--- src/rtl/stream_demux.sv ---
// stream_demux: valid/ready stream demultiplexer.
// Each input word is steered to one of N output lanes chosen by InSel. Every
// lane owns a DEPTH-entry FIFO, so a stalled consumer only blocks its own lane.
// Words with an out-of-range InSel are accepted and dropped, and SelErr pulses
// for one cycle afterwards.
//
// Optional build macro: STREAM_DEMUX_BROADCAST_EN adds InBcast. When it is set,
// the word is pushed into every lane at once.
//
// Ports:
//   clk       rising-edge clock
//   reset     synchronous, active-high reset
//   InValid   input word present
//   InReady   block can take the input word this cycle (combinational)
//   InData    input word
//   InSel     destination lane index
//   InBcast   (broadcast builds only) push the word into all lanes
//   OutValid  bit i: lane i head is valid
//   OutReady  bit i: consumer i takes the head this cycle
//   OutData   lane i head word in bits [i*WIDTH +: WIDTH]
//   SelErr    one-cycle pulse after an out-of-range word is dropped
module stream_demux #(
  parameter int WIDTH = 8,
  parameter int N     = 4,
  parameter int DEPTH = 2,
  localparam int SELW = $clog2(N)
) (
  input  logic               clk,
  input  logic               reset,
  input  logic               InValid,
  output logic               InReady,
  input  logic [WIDTH-1:0]   InData,
  input  logic [SELW-1:0]    InSel,
`ifdef STREAM_DEMUX_BROADCAST_EN
  input  logic               InBcast,
`endif
  output logic [N-1:0]       OutValid,
  input  logic [N-1:0]       OutReady,
  output logic [N*WIDTH-1:0] OutData,
  output logic               SelErr
);

  // A single-entry FIFO still needs a one-bit pointer; it just never moves.
  localparam int PW = (DEPTH > 1) ? $clog2(DEPTH) : 1;
  localparam int CW = $clog2(DEPTH + 1);

  logic [WIDTH-1:0] mem_q [N][DEPTH];
  logic [WIDTH-1:0] mem_d [N][DEPTH];
  logic [PW-1:0]    rd_ptr_q [N];
  logic [PW-1:0]    rd_ptr_d [N];
  logic [PW-1:0]    wr_ptr_q [N];
  logic [PW-1:0]    wr_ptr_d [N];
  logic [CW-1:0]    cnt_q [N];
  logic [CW-1:0]    cnt_d [N];
  logic             sel_err_q;
  logic             sel_err_d;

  logic             bcast;
  logic             sel_in_range;
  logic             sel_full;
  logic             any_full;
  logic             accept;
  logic [N-1:0]     full;
  logic [N-1:0]     push;
  logic [N-1:0]     pop;

`ifdef STREAM_DEMUX_BROADCAST_EN
  assign bcast = InBcast;
`else
  assign bcast = 1'b0;
`endif

  function automatic logic [PW-1:0] ptr_inc(input logic [PW-1:0] p);
    if (p == PW'(DEPTH - 1)) return '0;
    return p + PW'(1);
  endfunction

  assign sel_in_range = (int'(InSel) < N);

  // Lane lookup by loop rather than full[InSel] so out-of-range selects never
  // index past the vector.
  always_comb begin
    sel_full = 1'b0;
    any_full = 1'b0;
    for (int i = 0; i < N; i++) begin
      full[i]  = (cnt_q[i] == CW'(DEPTH));
      any_full = any_full | full[i];
      if (int'(InSel) == i) sel_full = full[i];
    end
  end

  always_comb begin
    if (bcast)             InReady = !any_full;
    else if (sel_in_range) InReady = !sel_full;
    else                   InReady = 1'b1;
  end

  assign accept    = InValid & InReady;
  assign sel_err_d = accept & !bcast & !sel_in_range;

  always_comb begin
    for (int i = 0; i < N; i++) begin
      push[i] = accept & (bcast | (sel_in_range & (int'(InSel) == i)));
      pop[i]  = (cnt_q[i] != '0) & OutReady[i];
    end
  end

  always_comb begin
    mem_d    = mem_q;
    rd_ptr_d = rd_ptr_q;
    wr_ptr_d = wr_ptr_q;
    cnt_d    = cnt_q;
    for (int i = 0; i < N; i++) begin
      if (push[i]) begin
        mem_d[i][wr_ptr_q[i]] = InData;
        wr_ptr_d[i]           = ptr_inc(wr_ptr_q[i]);
      end
      if (pop[i]) rd_ptr_d[i] = ptr_inc(rd_ptr_q[i]);
      if (push[i] && !pop[i])      cnt_d[i] = cnt_q[i] + CW'(1);
      else if (pop[i] && !push[i]) cnt_d[i] = cnt_q[i] - CW'(1);
    end
  end

  always_ff @(posedge clk) begin
    if (reset) begin
      for (int i = 0; i < N; i++) begin
        for (int j = 0; j < DEPTH; j++) mem_q[i][j] <= '0;
        rd_ptr_q[i] <= '0;
        wr_ptr_q[i] <= '0;
        cnt_q[i]    <= '0;
      end
      sel_err_q <= 1'b0;
    end else begin
      mem_q     <= mem_d;
      rd_ptr_q  <= rd_ptr_d;
      wr_ptr_q  <= wr_ptr_d;
      cnt_q     <= cnt_d;
      sel_err_q <= sel_err_d;
    end
  end

  always_comb begin
    OutData = '0;
    for (int i = 0; i < N; i++) begin
      OutValid[i]                = (cnt_q[i] != '0);
      OutData[i*WIDTH +: WIDTH]  = mem_q[i][rd_ptr_q[i]];
    end
  end

  assign SelErr = sel_err_q;

endmodule
--- config.mk ---
export PLATFORM = sky130hd
export DESIGN_NAME = stream_demux
export DESIGN_NICKNAME = d
export VERILOG_FILES = /design/src/rtl/stream_demux.sv
export SDC_FILE = /design/constraint.sdc
export NUM_CORES = 1
export LEC_CHECK = 0
export BUFFER_PORTS_ARGS = -buffer_cell sky130_fd_sc_hd__clkbuf_2
export CAP_MARGIN = 5
export CORE_UTILIZATION = 50
export DETAILED_ROUTE_END_ITERATION = 10
export PLACE_DENSITY = 0.71
export SYNTH_ARGS = -nofsm -noshare
export SYNTH_HDL_FRONTEND = slang
export SYNTH_SLANG_ARGS = --single-unit
--- constraint.sdc ---
create_clock -name clk -period 2.2 [get_ports clk]
set_clock_uncertainty 0.15 [all_clocks]
set_input_delay 0.44 -clock clk [delete_from_list [all_inputs] [get_ports clk]]
set_output_delay 0.44 -clock clk [all_outputs]
set_load 0.05 [all_outputs]
==> run_results.csv, run 1 <==
group,metric,value,unit
yosys,synthMuxAreaShare,27.16,%
setup_path,crit_type,"reg -> out",
pwr,p_comb_share,29.3,%
layout,finalInstanceArea,4359,um2
place,place.gp.congestion,0.7134,
yosys,syn-cell-area,3769,um2
pwr,clkPwrFrac,28.3,%
pwr,total_power,4.344,mW
run_status,status,"finished, final reports clean",
clock_tree,cts_hold_buf,0,
sta,period_minus_slack,2141,ps
clock_tree,clock-root-buffer,"clkbuf_8",
place,port_buffers,53,
floorplan,die_area,7888,um2
grt,grt_max_degree,33,
floorplan,ios,55,
yosys,synth_xor_area_share,2.789,%
route,first_pass_iters,4,
layout,diodes,0,
clock_tree,cts_tree,"yes",
route,routedWlPerCell,15.01,um
yosys,yosys.area_share.simple,19.65,%
route,viasPerCell,5.126,
route,drtAntennaViolNets,0,
setup_path,start_kind,"flop",
setup_path,r2r_start,"cnt_q[3]$_SDFFE_PP0P_",
clock_tree,cts-buffers-inserted,9,
floorplan,placementRows,31,
clock_tree,clock-sinks,80,
setup_path,worst_ep_arrival_time,1550,ps
pwr,switching_share,35.64,%
yosys,ys_seq_area_share,42.50,%
sta,fin_crit_sh,97.30,%
setup_path,r2r-end,"cnt_q[3]$_SDFFE_PP0P_",
yosys,ys_ff_latch,80,
grt,first_global_vias,2379,
yosys,yosysWarnings,0,
pwr,p_leak,2.116,nW
sta,hold_viol,0,
sta,setup_viol,0,
pwr,ir_worst_vdd,487.6,uV
clock_tree,clk_latency,350,ps
setup_path,critPathRequiredTime,1610,ps
clock_tree,path_clk_slew,90,ps
route,routed_wl,7597,um
setup_path,rrSetupSlack,150,ps
place,hpwl,5121,um
layout,nNetsFinal,423,
setup_path,r2r_cells,5,
floorplan,core,7253,um2
sta,drv_slew,0,
layout,stdcell_count,506,
yosys,synth_compound_area_share,2.955,%
grt,grt_pass1_wl,11780,um
route,drc,0,
yosys,synth_nets,378,
floorplan,die_h,88.82,um
setup_path,worstSetupStartpoint,"cnt_q[0]$_SDFFE_PP0P_",
setup_path,cp_max_fo,5,
route,drtIter0Drc,60,
pwr,power.internal,2.796,mW
clock_tree,htreeDepth,3,
layout,final_layout_size_suffix_gt1_share,32.43,%
grt,overflow,0,
floorplan,start_util,51.96,%
place,place_area,4093,um2
yosys,synth_top_family_by_area,"multiplexers",
sta,fmax,467.2,MHz
flow_run,maxCapViolCount,0,
place,dp.cells,490,
setup_path,crit_end,"InReady",
floorplan,die_w,88.82,um
yosys,synth_area_per_cell,10.56,um2
worst_hold_path,hold_path_class,"reg -> reg",
grt,antenna_found_initial,0,
setup_path,endpoint_kind,"output pin",
sta,rsz0062_at_grt,"no",
pwr,netSwitchingPower,1.548,mW
yosys,synthCells,357,
clock_tree,clockBufferDepth,2,
pwr,seqPwrFrac,42.4,%
pwr,powerDensity,996.6,nW/um2
route,vias,2594,
yosys,synthAdderAreaFrac,1.328,%
layout,area_growth,15.67,%
sta,fin_setup_tns,0,ps
worst_hold_path,hold_depth,2,
yosys,synth.distinct_cells,34,
grt,gr-usage-all-layers,20.15,%
==> metrics by stage <==
step                      setup WS (ps)  utilization, %  hold slack, ps
after floorplan                   398.8               -           295.7
after global placement            199.1           56.43           304.5
after detailed placement          172.2           56.43           311.2
after CTS                         5.199           60.05           327.9
after global routing              23.79           60.10           345.1
final                             59.43           60.10           326.7
==> synth_stat cells, drive strengths merged <==
| cell type | count | area (um2) |
|---|---|---|
| a21oi | 8 | 40.04 |
| a31o | 1 | 8.760 |
| and2 | 2 | 12.51 |
| and3 | 1 | 6.260 |
| and4b | 1 | 10.01 |
| buf | 10 | 61.31 |
| clkbuf | 17 | 63.81 |
| conb | 1 | 3.750 |
| dfxtp | 80 | 1602 |
| ha | 4 | 50.05 |
| inv | 2 | 7.500 |
| mux2 | 32 | 360.4 |
| mux2i | 64 | 640.6 |
| mux4 | 1 | 22.52 |
| nand2 | 2 | 7.510 |
| nand2b | 77 | 489.2 |
| nand4 | 4 | 43.80 |
| nor2 | 8 | 30.03 |
| nor2b | 4 | 25.02 |
| nor3 | 3 | 15.01 |
| nor4 | 1 | 21.27 |
| o21ai | 8 | 40.04 |
| o31ai | 3 | 22.52 |
| or2 | 4 | 25.02 |
| or3 | 4 | 25.02 |
| or4 | 3 | 30.03 |
| xor2 | 12 | 105.1 |
==> sequential cells by signal, indices dropped and copies added, names as in the netlist <==
signal / flops
cnt_q: 8
wr_ptr_q: 4
mem_q: 64
rd_ptr_q: 4
==> critical path, stage by stage, from the launching register on <==
cell      delay (ps)
dfxtp_1          360
nand2b_4         180
mux4_2           460
clkbuf_8         190
==> how the worst min path moves through the flow <==
| stage | to | from | slack [ps] |
|---|---|---|---|
| 6_report | mem_q[8]$_SDFFE_PP0P_ | mem_q[8]$_SDFFE_PP0P_ | 330 |
| 5_1_grt | mem_q[1]$_SDFFE_PP0P_ | mem_q[1]$_SDFFE_PP0P_ | 350 |
| 3_3_place_gp | mem_q[38]$_SDFFE_PP0P_ | mem_q[38]$_SDFFE_PP0P_ | 300 |
| 4_1_cts | mem_q[38]$_SDFFE_PP0P_ | mem_q[38]$_SDFFE_PP0P_ | 330 |
| 3_5_place_dp | mem_q[33]$_SDFFE_PP0P_ | mem_q[33]$_SDFFE_PP0P_ | 310 |
| 2_1_floorplan | mem_q[33]$_SDFFE_PP0P_ | mem_q[33]$_SDFFE_PP0P_ | 300 |
==> metal layers <==
| metal | track usage [%] | part of all wire, % | vias up |
|---|---|---|---|
| met1 | 27.24 | 49 | 1238 |
| met3 | 2.892 | 3.7 | 9 |
| met5 | 0 | 0 | - |
| li1 | - | - | 1296 |
| met4 | 8.358 | 0.93 | 0 |
| met2 | 32.31 | 46 | 51 |
==> cells in the final DEF, fill, tap and decap left out, drive strengths merged, types with 3 or more instances in the layout <==
cell | netlist | final
clkbuf | 17 | 63
o21ai | 8 | 8
a21oi | 8 | 8
or3 | 4 | 4
mux2 | 32 | 32
xor2 | 12 | 12
ha | 4 | 4
or2 | 4 | 4
o31ai | 3 | 3
nand4 | 4 | 4
nor2b | 4 | 4
buf | 10 | 8
inv | 2 | 3
mux2i | 64 | 64
dfxtp | 80 | 80
nor2 | 8 | 8
nand2b | 77 | 77
or4 | 3 | 3
nor3 | 3 | 3
==> area by class of cell <==
cell class                 instances  area [um2]
clock inverter                     6       90.09
inverter                           2       7.507
tap                               99       123.9
timing repair buffer              61       334.1
multi-input combinational        248        2057
fill                             663        2894
sequential                        80        1609
clock buffer                      10       137.6
==> cells by family (layout without fill, tap and decap cells) <==
logic type	after synthesis	count (layout)
other	1	1
DFF	80	80
xor gates and xnor gates	12	12
muxes	97	97
AOI/OAI and AO/OA	20	20
and+or+nand+nor	114	114
adders and majority gates	4	4
buffers and inverters	29	79
==> power by group through the flow <==
stage | Sequential [mW] | Combinational, mW | Clock [mW]
4_1_cts | 1.84 | 1.28 | 1.24
3_5_place_dp | 1.85 | 1.24 | 0
5_1_grt | 1.87 | 1.36 | 1.30
3_3_place_gp | 1.85 | 1.21 | 0
6_report | 1.84 | 1.27 | 1.23
2_1_floorplan | 1.71 | 1.10 | 0
==> what timing repair did <==
| item | in CTS | in global routing |
|---|---|---|
| resized for setup | 9 | 3 |
| endpoints found under the setup margin | 16 | 8 |
| setup buffers | 0 | 0 |
(Power assumes the default switching activity.)
==> run 2, diff against run 1 <==
- CELL_PAD_IN_SITES_DETAIL_PLACEMENT: default -> 0
- CELL_PAD_IN_SITES_GLOBAL_PLACEMENT: default -> 1
- CORE_UTILIZATION: 50 -> 44
- PLACE_DENSITY: 0.71 -> default
- PLACE_DENSITY_LB_ADDON: default -> 0.1
- REMOVE_ABC_BUFFERS: default -> 1
==> run 2 against run 1 <==
  * Fmax fell by 0.12%
  * First-iteration DRC count fell by 40%
  * Clock-buffer cell count rose by 1
  * Via count fell by 2.7%
  * Non-clock buffer count fell by 2
  * Global-route usage fell by 1.4 points
  * Hold slack got worse by 4.6 ps
  * Critical path type unchanged
  * Critical endpoint unchanged
  * Highest routed layer unchanged
==> run_results.csv, run 2 (synthesis gave the netlist of run 1 again) <==
group,metric,value,unit
run_status,status,"finished, final reports clean",
clock_tree,clock-root-buffer,"clkbuf_8",
setup_path,worst_ep_arrival_time,1550,ps
layout,finalInstanceArea,4283,um2
sta,hold_viol,0,
setup_path,cp_max_fo,6,
clock_tree,clk_latency,350,ps
route,routed_wl,7798,um
grt,grt_max_degree,28,
layout,largestRegisters,"mem_q x64, cnt_q x8",
floorplan,ios,55,
setup_path,crit_slowest_cell,"mux4_2",
layout,largest_register,"mem_q",
sta,rsz0062_at_grt,"no",
clock_tree,cts-buffers-inserted,9,
place,place.gp.congestion,0.7360,
floorplan,start_util,45.64,%
place,place_area,4085,um2
layout,nNetsFinal,421,
pwr,powerDensity,941.4,nW/um2
sta,fin_setup_tns,0,ps
route,vias,2523,
flow_run,maxCapViolCount,0,
floorplan,die_area,8939,um2
setup_path,critical-path-top-delay-family,"multiplexers",
pwr,total_power,4.032,mW
clock_tree,cts_hold_buf,0,
place,port_buffers,53,
grt,gr-usage-all-layers,18.79,%
sta,drv_slew,0,
floorplan,placementRows,33,
layout,multi_input_area,2049,um2
layout,area_growth,13.65,%
layout,fillCellCount,791,
clock_tree,clockBufferDepth,2,
sta,fmax,466.6,MHz
setup_path,cpPeakStageDelay,460,ps
floorplan,die_h,94.55,um
setup_path,crit_buf_inv,1,
route,viasPerCell,4.947,
sta,setup_viol,0,
clock_tree,path_clk_slew,80,ps
grt,grt_pass1_wl,12520,um
pwr,ir_worst_vdd,432.8,uV
floorplan,core,8258,um2
layout,largest_reg_flops,64,
clock_tree,clock-sinks,80,
grt,antenna_found_initial,0,
place,hpwl,5370,um
layout,utilization,51.86,%
route,routedWlPerCell,15.29,um
layout,final_common_cell,"nand2b_1",
clock_tree,htreeDepth,3,
layout,layout_common_cells,"nand2b_1 (74), dfxtp_1 (73), mux2i_1 (64), clkbuf_2 (52), mux2_2 (32)",
sta,fin_crit_sh,97.41,%
clock_tree,cts_tree,"yes",
grt,first_global_vias,2492,
route,first_pass_iters,4,
setup_path,crit_type,"reg -> out",
route,drc,0,
setup_path,critPathRequiredTime,1610,ps
route,drtIter0Drc,36,
sta,period_minus_slack,2143,ps
layout,seqCellArea,1610,um2
worst_hold_path,hold_path_class,"reg -> reg",
setup_path,crit_chain,"nand2b_1 > mux4_2 > clkbuf_8",
floorplan,die_w,94.55,um
layout,diodes,0,
pwr,p_leak,2.069,nW
layout,final_layout_size_suffix_gt1_share,31.60,%
setup_path,endpoint_kind,"output pin",
route,drtAntennaViolNets,0,
setup_path,start_kind,"flop",
grt,overflow,0,
==> run 2: changes by cell type in the layout (fill, tap and decap cells not counted) <==
cell / previous run / this run
buf_4: 8 / 6
bufinv_16: 2 / 0
clkbuf_1: 0 / 2
clkbuf_8: 11 / 10
clkinv_2: 1 / 2
clkinvlp_4: 1 / 2
dfxtp_1: 74 / 73
dfxtp_2: 6 / 7
inv_6: 1 / 0
nand2b_1: 73 / 74
nand2b_4: 4 / 3
==> run 2: per-stage QoR <==
stage,setup slack [ps],hold WS [ps],std cells
detailed placement,186.6,308.6,494
CTS,9.911,326.6,510
finish,56.88,322.1,510
global placement,196.6,307.2,494
floorplan,398.8,294.6,330
global route,3.242,341.3,510
==> run 2: layout make-up <==
| class | count | area share [%] |
|---|---|---|
| multi-input combinational | 248 | 47.85 |
| clock inverter | 5 | 0.7888 |
| sequential | 80 | 37.60 |
| inverter | 2 | 0.1753 |
| tap | 105 | 3.067 |
| clock buffer | 11 | 3.067 |
| timing repair buffer | 59 | 7.450 |
==> run 2: worst reg2reg max path, cell delays in order, from the launching register on <==
cell and delay (ps):
dfxtp_1 390, nor2b_1 360, nor3_1 110, ha_1 350, or3_1 360, a21oi_1 140
==> run 2: power by group <==
group | internal (mW) | switching (mW) | leakage, nW
Clock | 0.408 | 0.532 | 0.0793
Combinational | 0.502 | 0.755 | 1.34
Sequential | 1.60 | 0.230 | 0.651
Total | 2.51 | 1.52 | 2.07
==> run 2: path summary, 6_finish.rpt <==
path	cells after the start	end	startpoint	slack [ps]
worst max-delay path	3	InReady	cnt_q[6]$_SDFFE_PP0P_	60
worst min-delay path	2	mem_q[27]$_SDFFE_PP0P_	mem_q[27]$_SDFFE_PP0P_	320
worst max register to register	5	cnt_q[3]$_SDFFE_PP0P_	cnt_q[3]$_SDFFE_PP0P_	270
worst min register to register	2	mem_q[27]$_SDFFE_PP0P_	mem_q[27]$_SDFFE_PP0P_	320
==> run 2: what timing repair did <==
item                                    4_1_cts  5_1_grt
endpoints found under the setup margin       22        1
setup buffers                                 0        0
gates resized for setup                       9        3
==> run 2: routing by layer <==
metal	global-route usage (%)	share of wire, %	up-vias	wire, um
li1	-	-	1293	-
met1	22.79	47	1184	3674
met2	32.43	48	37	3771
met3	4.992	3.3	9	259
met4	5.682	1.2	0	93
met5	0	0	-	0
==> run 3, diff against run 2 <==
- RECOVER_POWER: default -> 50
- REMOVE_ABC_BUFFERS: 1 -> default
==> run 3 against run 2 <==
  * Non-clock buffer count stayed put
  * Sequential power about the same
  * Combinational power hardly changed
  * Power up 10%
  * Cell count stayed put
  * Clock-buffer cell count unchanged
  * Die area did not move
  * Routed wire length is 1.5% lower
  * First-iteration DRC count is 67% higher
  * Sequential cell count did not move
  * Critical path type unchanged
  * Largest cell class unchanged
  * Largest power group unchanged
==> run_results.csv, run 3 (synthesis gave the netlist of run 1 again) <==
group,metric,value,unit
run_status,status,"finished, final reports clean",
grt,antenna_found_initial,0,
clock_tree,clockBufferDepth,2,
clock_tree,clock-root-buffer,"clkbuf_8",
clock_tree,cts-buffers-inserted,9,
pwr,netSwitchingPower,1.514,mW
clock_tree,htreeDepth,3,
pwr,p_leak,2.119,nW
sta,relSlewSlack,51.75,%
grt,grt_pass1_wl,12410,um
pwr,powerDensity,1016,nW/um2
route,routedWlPerCell,15.06,um
floorplan,core,8258,um2
layout,largest_reg_flops,64,
route,drtAntennaViolNets,0,
route,routed_wl,7680,um
place,hpwl,5241,um
pwr,p_comb_share,29.0,%
clock_tree,path_clk_slew,80,ps
floorplan,die_w,94.55,um
layout,layout_common_cells,"nand2b_1 (73), dfxtp_1 (71), mux2i_1 (64), clkbuf_2 (51), mux2_2 (32)",
place,port_buffers,53,
clock_tree,cts_hold_buf,0,
clock_tree,cts_tree,"yes",
grt,gr-usage-all-layers,18.64,%
setup_path,crit_type,"reg -> out",
setup_path,start_kind,"flop",
clock_tree,clk_latency,350,ps
route,drc,0,
pwr,power.internal,2.941,mW
grt,first_global_vias,2421,
floorplan,placementRows,33,
floorplan,ios,55,
setup_path,cp_max_fo,6,
sta,fmax,466.8,MHz
flow_run,maxCapViolCount,0,
clock_tree,clock-sinks,80,
route,first_pass_iters,4,
sta,period_minus_slack,2142,ps
layout,area_growth,16.37,%
sta,rsz0062_at_grt,"no",
pwr,ir_worst_vdd,478.2,uV
setup_path,endpoint_kind,"output pin",
sta,fin_setup_tns,0,ps
layout,diodes,0,
worst_hold_path,hold_depth,2,
sta,setup_viol,0,
pwr,seqPwrFrac,40.8,%
layout,nNetsFinal,421,
worst_hold_path,hold_path_class,"reg -> reg",
clock_tree,cts_setup_buffers,0,
layout,final_layout_size_suffix_gt1_share,32.10,%
route,viasPerCell,4.984,
sta,holdWs,326.7,ps
setup_path,critPathRequiredTime,1610,ps
sta,tightest_slew,723.8,ps
sta,drv_slew,0,
floorplan,die_area,8939,um2
pwr,clkPwrFrac,30.2,%
sta,hold_viol,0,
layout,largest_register,"mem_q",
layout,final_common_cell,"nand2b_1",
grt,overflow,0,
sta,fin_crit_sh,97.38,%
route,drtIter0Drc,60,
place,place.gp.congestion,0.6916,
layout,largestRegisters,"mem_q x64, cnt_q x8",
setup_path,r2r_cells,5,
pwr,switching_share,33.98,%
layout,fillCellCount,786,
route,vias,2542,
setup_path,worst_ep_arrival_time,1550,ps
grt,grt_max_degree,55,
floorplan,die_h,94.55,um
setup_path,rrSetupSlack,350,ps
floorplan,start_util,45.64,%
[run 3: power by group through the flow]
stage	logic (mW)	clock network [mW]	registers, mW
2_1_floorplan	1.10	0	1.71
3_3_place_gp	1.25	0	1.82
3_5_place_dp	1.26	0	1.82
4_1_cts	1.30	1.38	1.80
5_1_grt	1.39	1.45	1.85
6_report	1.29	1.35	1.82
[run 3: worst paths after layout]
path,to,start
worst max-delay path,InReady,cnt_q[2]$_SDFFE_PP0P_
worst min-delay path,mem_q[13]$_SDFFE_PP0P_,mem_q[13]$_SDFFE_PP0P_
worst max register to register,cnt_q[3]$_SDFFE_PP0P_,cnt_q[3]$_SDFFE_PP0P_
worst min register to register,mem_q[13]$_SDFFE_PP0P_,mem_q[13]$_SDFFE_PP0P_
[run 3: routing by layer]
layer,up-vias,global-route usage [%],part of all wire (%)
met5,-,0,0
met4,0,8.712,1.8
met2,39,27.90,44
li1,1295,-,-
met3,9,4.267,3.5
met1,1199,25.32,51
[run 3: final cells by class]
class	count	area (um2)	area share [%]
inverters	2	7.507	0.1712
well taps	105	131.4	2.996
clock inverters	5	102.6	2.340
multi-input cells	248	2049	46.73
flip-flops and latches	80	1613	36.78
repair buffers	59	330.3	7.532
clock buffers	11	151.4	3.452
[run 3: through the flow]
step / total power, mW / setup slack (ps) / instance area [um2] / util, % / instances
2_1_floorplan: 2.813 / 398.8 / 3769 / - / 357
3_3_place_gp: 3.068 / 194.2 / 4098 / 49.62 / 494
3_5_place_dp: 3.084 / 185.6 / 4098 / 49.62 / 494
4_1_cts: 4.483 / 2.877 / 4379 / 53.03 / 510
5_1_grt: 4.689 / 0.8143 / 4385 / 53.11 / 510
6_report: 4.454 / 57.71 / 4385 / 53.11 / 510
[run 3: critical path, stage by stage (launching register included)]
cell	delay [ps]
dfxtp_2	360
nand2b_1	180
mux4_2	470
clkbuf_8	190
[run 3: timing repair]
action                                  4_1_cts  5_1_grt
gates resized for setup                       8        8
endpoints found under the setup margin       16        1
hold endpoints to repair                      0        0
